**src/rtl/nibble_bus_if.sv**
```systemverilog
// Host nibble-bus front end: synchronizes an asynchronous 4-bit host write port and
// assembles address/data nibbles into register writes. Optional macro: NIBBLE_BUS_AUTOINC_EN.
module nibble_bus_if #(
  parameter int unsigned SYNC_STAGES = 2
) (
  input  logic       CLK,
  input  logic       RST,
  input  logic [3:0] D,
  input  logic       A0,
  input  logic       WR,
  output logic       reg_we,
  output logic [3:0] reg_addr,
  output logic [7:0] reg_data,
  output logic       half_pending
);

  localparam int unsigned NIB_W  = 4;
  localparam int unsigned BYTE_W = 8;

  typedef enum logic {
    ST_LO = 1'b0,
    ST_HI = 1'b1
  } state_t;

  logic [SYNC_STAGES-1:0]            r_wr_sync;
  logic [SYNC_STAGES-1:0]            r_a0_sync;
  logic [SYNC_STAGES-1:0][NIB_W-1:0] r_d_sync;
  logic [SYNC_STAGES-1:0]            r_vld_sync;
  logic                              r_wr_hist;
  logic                              r_armed;

  state_t              r_state;
  logic [NIB_W-1:0]    r_addr;
  logic [NIB_W-1:0]    r_lo;
  logic                r_reg_we;
  logic [NIB_W-1:0]    r_reg_addr;
  logic [BYTE_W-1:0]   r_reg_data;
  logic                r_half_pending;

  logic                w_wr_s;
  logic                w_a0_s;
  logic [NIB_W-1:0]    w_d_s;
  logic                w_vld_s;
  logic                w_event;

  state_t              w_state_nx;
  logic [NIB_W-1:0]    w_addr_nx;
  logic [NIB_W-1:0]    w_lo_nx;
  logic                w_we_nx;
  logic [NIB_W-1:0]    w_reg_addr_nx;
  logic [BYTE_W-1:0]   w_reg_data_nx;

  assign w_wr_s  = r_wr_sync[SYNC_STAGES-1];
  assign w_a0_s  = r_a0_sync[SYNC_STAGES-1];
  assign w_d_s   = r_d_sync[SYNC_STAGES-1];
  assign w_vld_s = r_vld_sync[SYNC_STAGES-1];

  // Reset-cleared sync flops read as WR=0; r_vld_sync marks when the chain holds real samples,
  // so a WR already high at reset release cannot fake a rising edge.
  assign w_event = r_armed & w_wr_s & ~r_wr_hist;

  always_ff @(posedge CLK) begin
    if (!RST) begin
      r_wr_sync  <= '0;
      r_a0_sync  <= '0;
      r_d_sync   <= '0;
      r_vld_sync <= '0;
      r_wr_hist  <= 1'b0;
      r_armed    <= 1'b0;
    end else begin
      r_wr_sync  <= {r_wr_sync[SYNC_STAGES-2:0], WR};
      r_a0_sync  <= {r_a0_sync[SYNC_STAGES-2:0], A0};
      r_d_sync   <= {r_d_sync[SYNC_STAGES-2:0], D};
      r_vld_sync <= {r_vld_sync[SYNC_STAGES-2:0], 1'b1};
      r_wr_hist  <= w_wr_s;
      if (w_vld_s && !w_wr_s) begin
        r_armed <= 1'b1;
      end
    end
  end

  always_ff @(posedge CLK) begin
    if (!RST) begin
      r_state        <= ST_LO;
      r_addr         <= '0;
      r_lo           <= '0;
      r_reg_we       <= 1'b0;
      r_reg_addr     <= '0;
      r_reg_data     <= '0;
      r_half_pending <= 1'b0;
    end else begin
      r_state        <= w_state_nx;
      r_addr         <= w_addr_nx;
      r_lo           <= w_lo_nx;
      r_reg_we       <= w_we_nx;
      r_reg_addr     <= w_reg_addr_nx;
      r_reg_data     <= w_reg_data_nx;
      r_half_pending <= (w_state_nx == ST_HI);
    end
  end

  // Nibble assembly: address nibbles restart the byte, data nibbles alternate low/high.
  always_comb begin
    w_state_nx    = r_state;
    w_addr_nx     = r_addr;
    w_lo_nx       = r_lo;
    w_we_nx       = 1'b0;
    w_reg_addr_nx = r_reg_addr;
    w_reg_data_nx = r_reg_data;
    if (w_event) begin
      if (w_a0_s) begin
        w_addr_nx  = w_d_s;
        w_lo_nx    = '0;
        w_state_nx = ST_LO;
      end else begin
        case (r_state)
          ST_LO: begin
            w_lo_nx    = w_d_s;
            w_state_nx = ST_HI;
          end
          ST_HI: begin
            w_we_nx       = 1'b1;
            w_reg_addr_nx = r_addr;
            w_reg_data_nx = {w_d_s, r_lo};
            w_lo_nx       = '0;
            w_state_nx    = ST_LO;
`ifdef NIBBLE_BUS_AUTOINC_EN
            w_addr_nx     = r_addr + NIB_W'(1);
`else
            w_addr_nx     = r_addr;
`endif
          end
          default: w_state_nx = ST_LO;
        endcase
      end
    end
  end

  assign reg_we       = r_reg_we;
  assign reg_addr     = r_reg_addr;
  assign reg_data     = r_reg_data;
  assign half_pending = r_half_pending;

endmodule
```
**config.mk**
```make
export PLATFORM = sky130hd
export DESIGN_NAME = nibble_bus_if
export DESIGN_NICKNAME = d
export VERILOG_FILES = /design/src/rtl/nibble_bus_if.sv
export SDC_FILE = /design/constraint.sdc
export NUM_CORES = 1
export LEC_CHECK = 0
export ABC_AREA = 1
export CAP_MARGIN = 20
export CORE_MARGIN = 4
export CORE_UTILIZATION = 40
export CTS_BUF_LIST = sky130_fd_sc_hd__clkbuf_4 sky130_fd_sc_hd__clkbuf_8
export CTS_CLUSTER_SIZE = 20
export DETAILED_ROUTE_END_ITERATION = 10
export PLACE_DENSITY = 0.67
export RECOVER_POWER = 25
export SETUP_SLACK_MARGIN = 0.15
export SYNTH_ARGS = -nofsm -noshare
export SYNTH_HDL_FRONTEND = slang
export SYNTH_SLANG_ARGS = --single-unit
```
**constraint.sdc**
```tcl
create_clock -name CLK -period 1.25 [get_ports CLK]
set_clock_uncertainty 0.1 [all_clocks]
set_input_delay 0.125 -clock CLK [delete_from_list [all_inputs] [get_ports CLK]]
set_output_delay 0.125 -clock CLK [all_outputs]
set_load 0.005 [all_outputs]
```
# Word-level counts from Yosys, hierarchy flattened
# Index checks and enable logic that the tools add are counted.
[classes]
mux = 6
bitwise = 7
n_reduce_logical = 5
[ops]
columns = ["operator", "n"]
rows = [
  ["4-bit one-hot mux with 2 select lines", 1],
  ["1-bit inverter", 5],
  ["4-bit 2-to-1 mux", 1],
  ["1-bit 2-to-1 mux", 3],
  ["3-bit AND reduction", 1],
  ["3-bit OR reduction", 1],
  ["1-bit bitwise AND", 2],
  ["1-bit one-hot mux with 2 select lines", 1],
  ["2-bit AND reduction", 1],
  ["1-bit logical AND", 1],
  ["1-bit zero test", 1],
]
[totals]
input_bits = 8
wordCells = 32
reg_bits = 38
out_inout_bits = 14

# Longest topological paths before layout
[logic_depth]
word_depth = 4
depth_mapped = 6
depth_no_buf = 5

# Worst setup path after synthesis
# OpenSTA, ideal clock, no wires.
[synth_path]
kind = "register -> register"
startpoint = "register half_pending (netlist name)"
endpoint = "register r_reg_addr[0] (netlist: reg_addr[0])"
path_buffers = 1
slack_ps = 103
setup_ps = 115
t_arrival_ps = 932
stages_incl_launch_ff = 7
t_required_ps = 1035
period_less_slack_ps = 1147
path_cell_list = "dfxtp_1 > inv_1 > nor2_4 > buf_4 > nand3_1 > nand2_1 > nor2_1"
[synth_lines]
columns = ["item", "line", "source"]
rows = [
  ["end signal, assigned", "96", "r_reg_addr <= w_reg_addr_nx;"],
  ["end, declared", "36", "logic [NIB_W-1:0] r_reg_addr;"],
]

# Worst setup path after layout
[layout_path]
startpoint = "register r_wr_sync[1]"
endpoint = "register r_addr[1]"
[layout_between]
elab_chain_cells = 3
[layout_lines]
columns = ["item", "line", "source"]
rows = [
  ["start, declared", "25", "logic [SYNC_STAGES-1:0] r_wr_sync;"],
  ["start signal, assigned", "71", "r_wr_sync <= {r_wr_sync[SYNC_STAGES-2:0], WR};"],
  ["1-bit bitwise AND (2 in series)", "60", "assign w_event = r_armed & w_wr_s & ~r_wr_hist;"],
  ["2-bit AND reduction (no line)", "--", ""],
  ["end signal, assigned", "93", "r_addr <= w_addr_nx;"],
  ["end, declared", "33", "logic [NIB_W-1:0] r_addr;"],
]
# Every way passes these cells.
# A chain may end at the register's enable or synchronous reset.

==> summary.txt <==
Total Neg Setup Slack = 0 ns
Final Cycle Share = 0.961
routed vias/inst = 4.46
CP Launch Type = flip-flop
PwrDens = 1080 mW/mm^2
Synth cell types = 14
flip-flop and latch count after synthesis = 38
Die X = 67.8 um
Area after DPL = 0.00171 mm^2
Routed Antenna Nets = 0
Syn Nets = 199
htree depth = 2
CTS tree = yes
yosys warns = 0
Crit path buffers/inverters = 1
total global routing overflow = 0
slowest stage delay, CP = 0.37 ns
Least-Margin Pin Slew = 0.264 ns
Finished Layout Cells = 265
Final setup viols = 0
Clock Latency Late Sink = 0.33 ns
reg2reg start = r_wr_sync[1]
CP arrival = 1.34 ns
CORE AREA = 0.00339 mm^2
Vias = 1182
Crit Path Category = reg2reg
ANT cells = 0
CTS clk-pin slew, worst paths = 0.10 ns
gpl congestion = 0.768
crit-path cells = nand2_2, nor2_4, clkbuf_16, nand3_1, nand2_1, nor2_1
first-pass GRT wire length = 4200 um
number of remaining DRC errors = 0
Post-synth top cells = nand2_1 (48), dfxtp_1 (38), inv_1 (34)
Starting Density = 0.423
wire per inst = 10.1 um
hold_buf cts = 0
clock root cell = clkbuf_4
async set-reset flop share out of synthesis = 0
Mapped Area = 0.00143 mm^2
initial antenna violation count = 0
DP Cell Count = 255
final wirelength = 2670 um
num rows = 21
fmax = 832 MHz
Crit. End Element = flip-flop
Total Nets Final = 228
Die H = 67.8 um
Post-synth EDFFs = 0
Detailed Route Iter0 Violations = 81
max-cap viol count = 0
cells after synthesis = 191
largest net degree at the start of global routing = 34
status = finished clean
worst hold start = WR
Avg Cell Area, Syn = 7.50 um^2
final hold violations = 0
fin area = 0.00184 mm^2
Slew Viols, Final = 0
hpwl dp = 1610 um
Synth top area share = 0.531
Bufs on Longest Clock Path = 2
Main synth FF type = dfxtp_1
Rel. slew slack = 0.823
area grow syn2layout = 28.3%
Period minus WS final = 1.20 ns
LEAKAGE = 0.000873 uW
Num CTS Buffers = 5
vias in the first global route = 977
clock sink count = 38
synth top area cells = dfxtp_1 (53%), nand2_1 (13%), inv_1 (8.9%)
crit-path leading delay family = simple AND/OR/NAND/NOR gates
sequential share of the synthesized area = 0.531
Top-Level Pins = 22
All-Layer GR Usage = 0.123
RSZ-0062 raised after global routing = yes
Worst EP required = 1.39 ns
CP max-delay cell = dfxtp_4
CP Max Fanout = 16
count leader, synth = nand2_1
Tightest Hold Check Type = in2reg
share of layout cells above drive strength 1 = 0.279
DRT Pass-1 Iters = 6
die area = 0.00460 mm^2
post-synth top area cell = dfxtp_1
crit path launch = r_wr_sync[1]
PortBufs = 21
peak supply drop = 0.000657 V
[path summary, 6_finish.rpt]
| path | end | slack (ns) | cells past startpoint |
|---|---|---|---|
| max | r_addr[1] | 0.05 | 6 |
| min | r_wr_sync[0] | 0.22 | 3 |
| max reg2reg | r_addr[1] | 0.05 | 6 |
| min reg2reg | w_d_s[1] | 0.32 | 2 |
[final cells by class]
| class | instances | area, um^2 |
|---|---|---|
| Fill cell | 338 | 1550 |
| Clock buffer | 6 | 51.3 |
| Sequential cell | 38 | 783 |
| Timing Repair Buffer | 31 | 283 |
| Inverter | 34 | 130 |
| Tap cell | 46 | 57.6 |
| Multi-Input combinational cell | 110 | 533 |
[state kept, by name (all words and copies together) (netlist names), 2 cells and up]
| name | cells |
|---|---|
| r_a0_sync | 2 |
| r_wr_sync | 2 |
| r_addr | 4 |
| r_d_sync | 4 |
| r_vld_sync | 2 |
| w_d_s | 4 |
| r_lo | 4 |
| reg_addr | 4 |
| reg_data | 8 |
[cell families after synthesis]
| family | count (synthesis) | share of synthesized area |
|---|---|---|
| simple gates | 92 | 0.272 |
| flops | 38 | 0.531 |
| compound gates | 18 | 0.0629 |
| buf+inv | 43 | 0.134 |
[layer usage]
| layer | wire length (um) | GRT usage | up-vias |
|---|---|---|---|
| met3 | 177 | 0.0394 | 8 |
| li1 | - | - | 631 |
| met5 | 0 | 0 | - |
| met1 | 1190 | 0.154 | 513 |
| met2 | 1240 | 0.191 | 30 |
| met4 | 57 | 0.0596 | 0 |
[repair_timing]
| item | 4_1_cts | 5_1_grt |
|---|---|---|
| cloned | 0 | 2 |
| pin swaps | 0 | 1 |
| gates resized for setup | 67 | 18 |
| setup endpoints to repair | 36 | 25 |
| buffers inserted | 1 | 1 |
[report_power, final]
part           internal (uW)  total, uW  leakage (uW)  switching [uW]
Combinational           59.8        129      0.000525            69.4
Clock                    253        603     0.0000302             349
Sequential              1240       1250      0.000318            14.0
[cell usage in the layout (no fill, tap or decap), drive strengths merged]
cell,instances
nand2,49
dfxtp,38
inv,34
nor2,24
buf,20
a21oi,18
nand3,17
clkbuf,9
clkdlybuf4s50,7
nand4,1
nor4,1
dlygate4sd2,1
[worst reg2reg max path, stage by stage, from the launching register on]
cell       delay (ns)
dfxtp_4          0.37
nand2_2          0.07
nor2_4           0.19
clkbuf_16        0.22
nand3_1          0.07
nand2_1          0.06
nor2_1           0.03
[stage by stage]
stage               hold WS [ns]  power (uW)  utilization  setup WS (ns)
floorplan                 0.0527        1340            -          0.153
global placement           0.293        1390        0.503         0.0920
detailed placement         0.296        1390        0.503         0.0645
CTS                        0.201        1990        0.511          0.103
global route               0.202        2080        0.542        -0.0111
finish                     0.216        1980        0.542         0.0484
No activity file was read; power rests on OpenSTA's default activity.
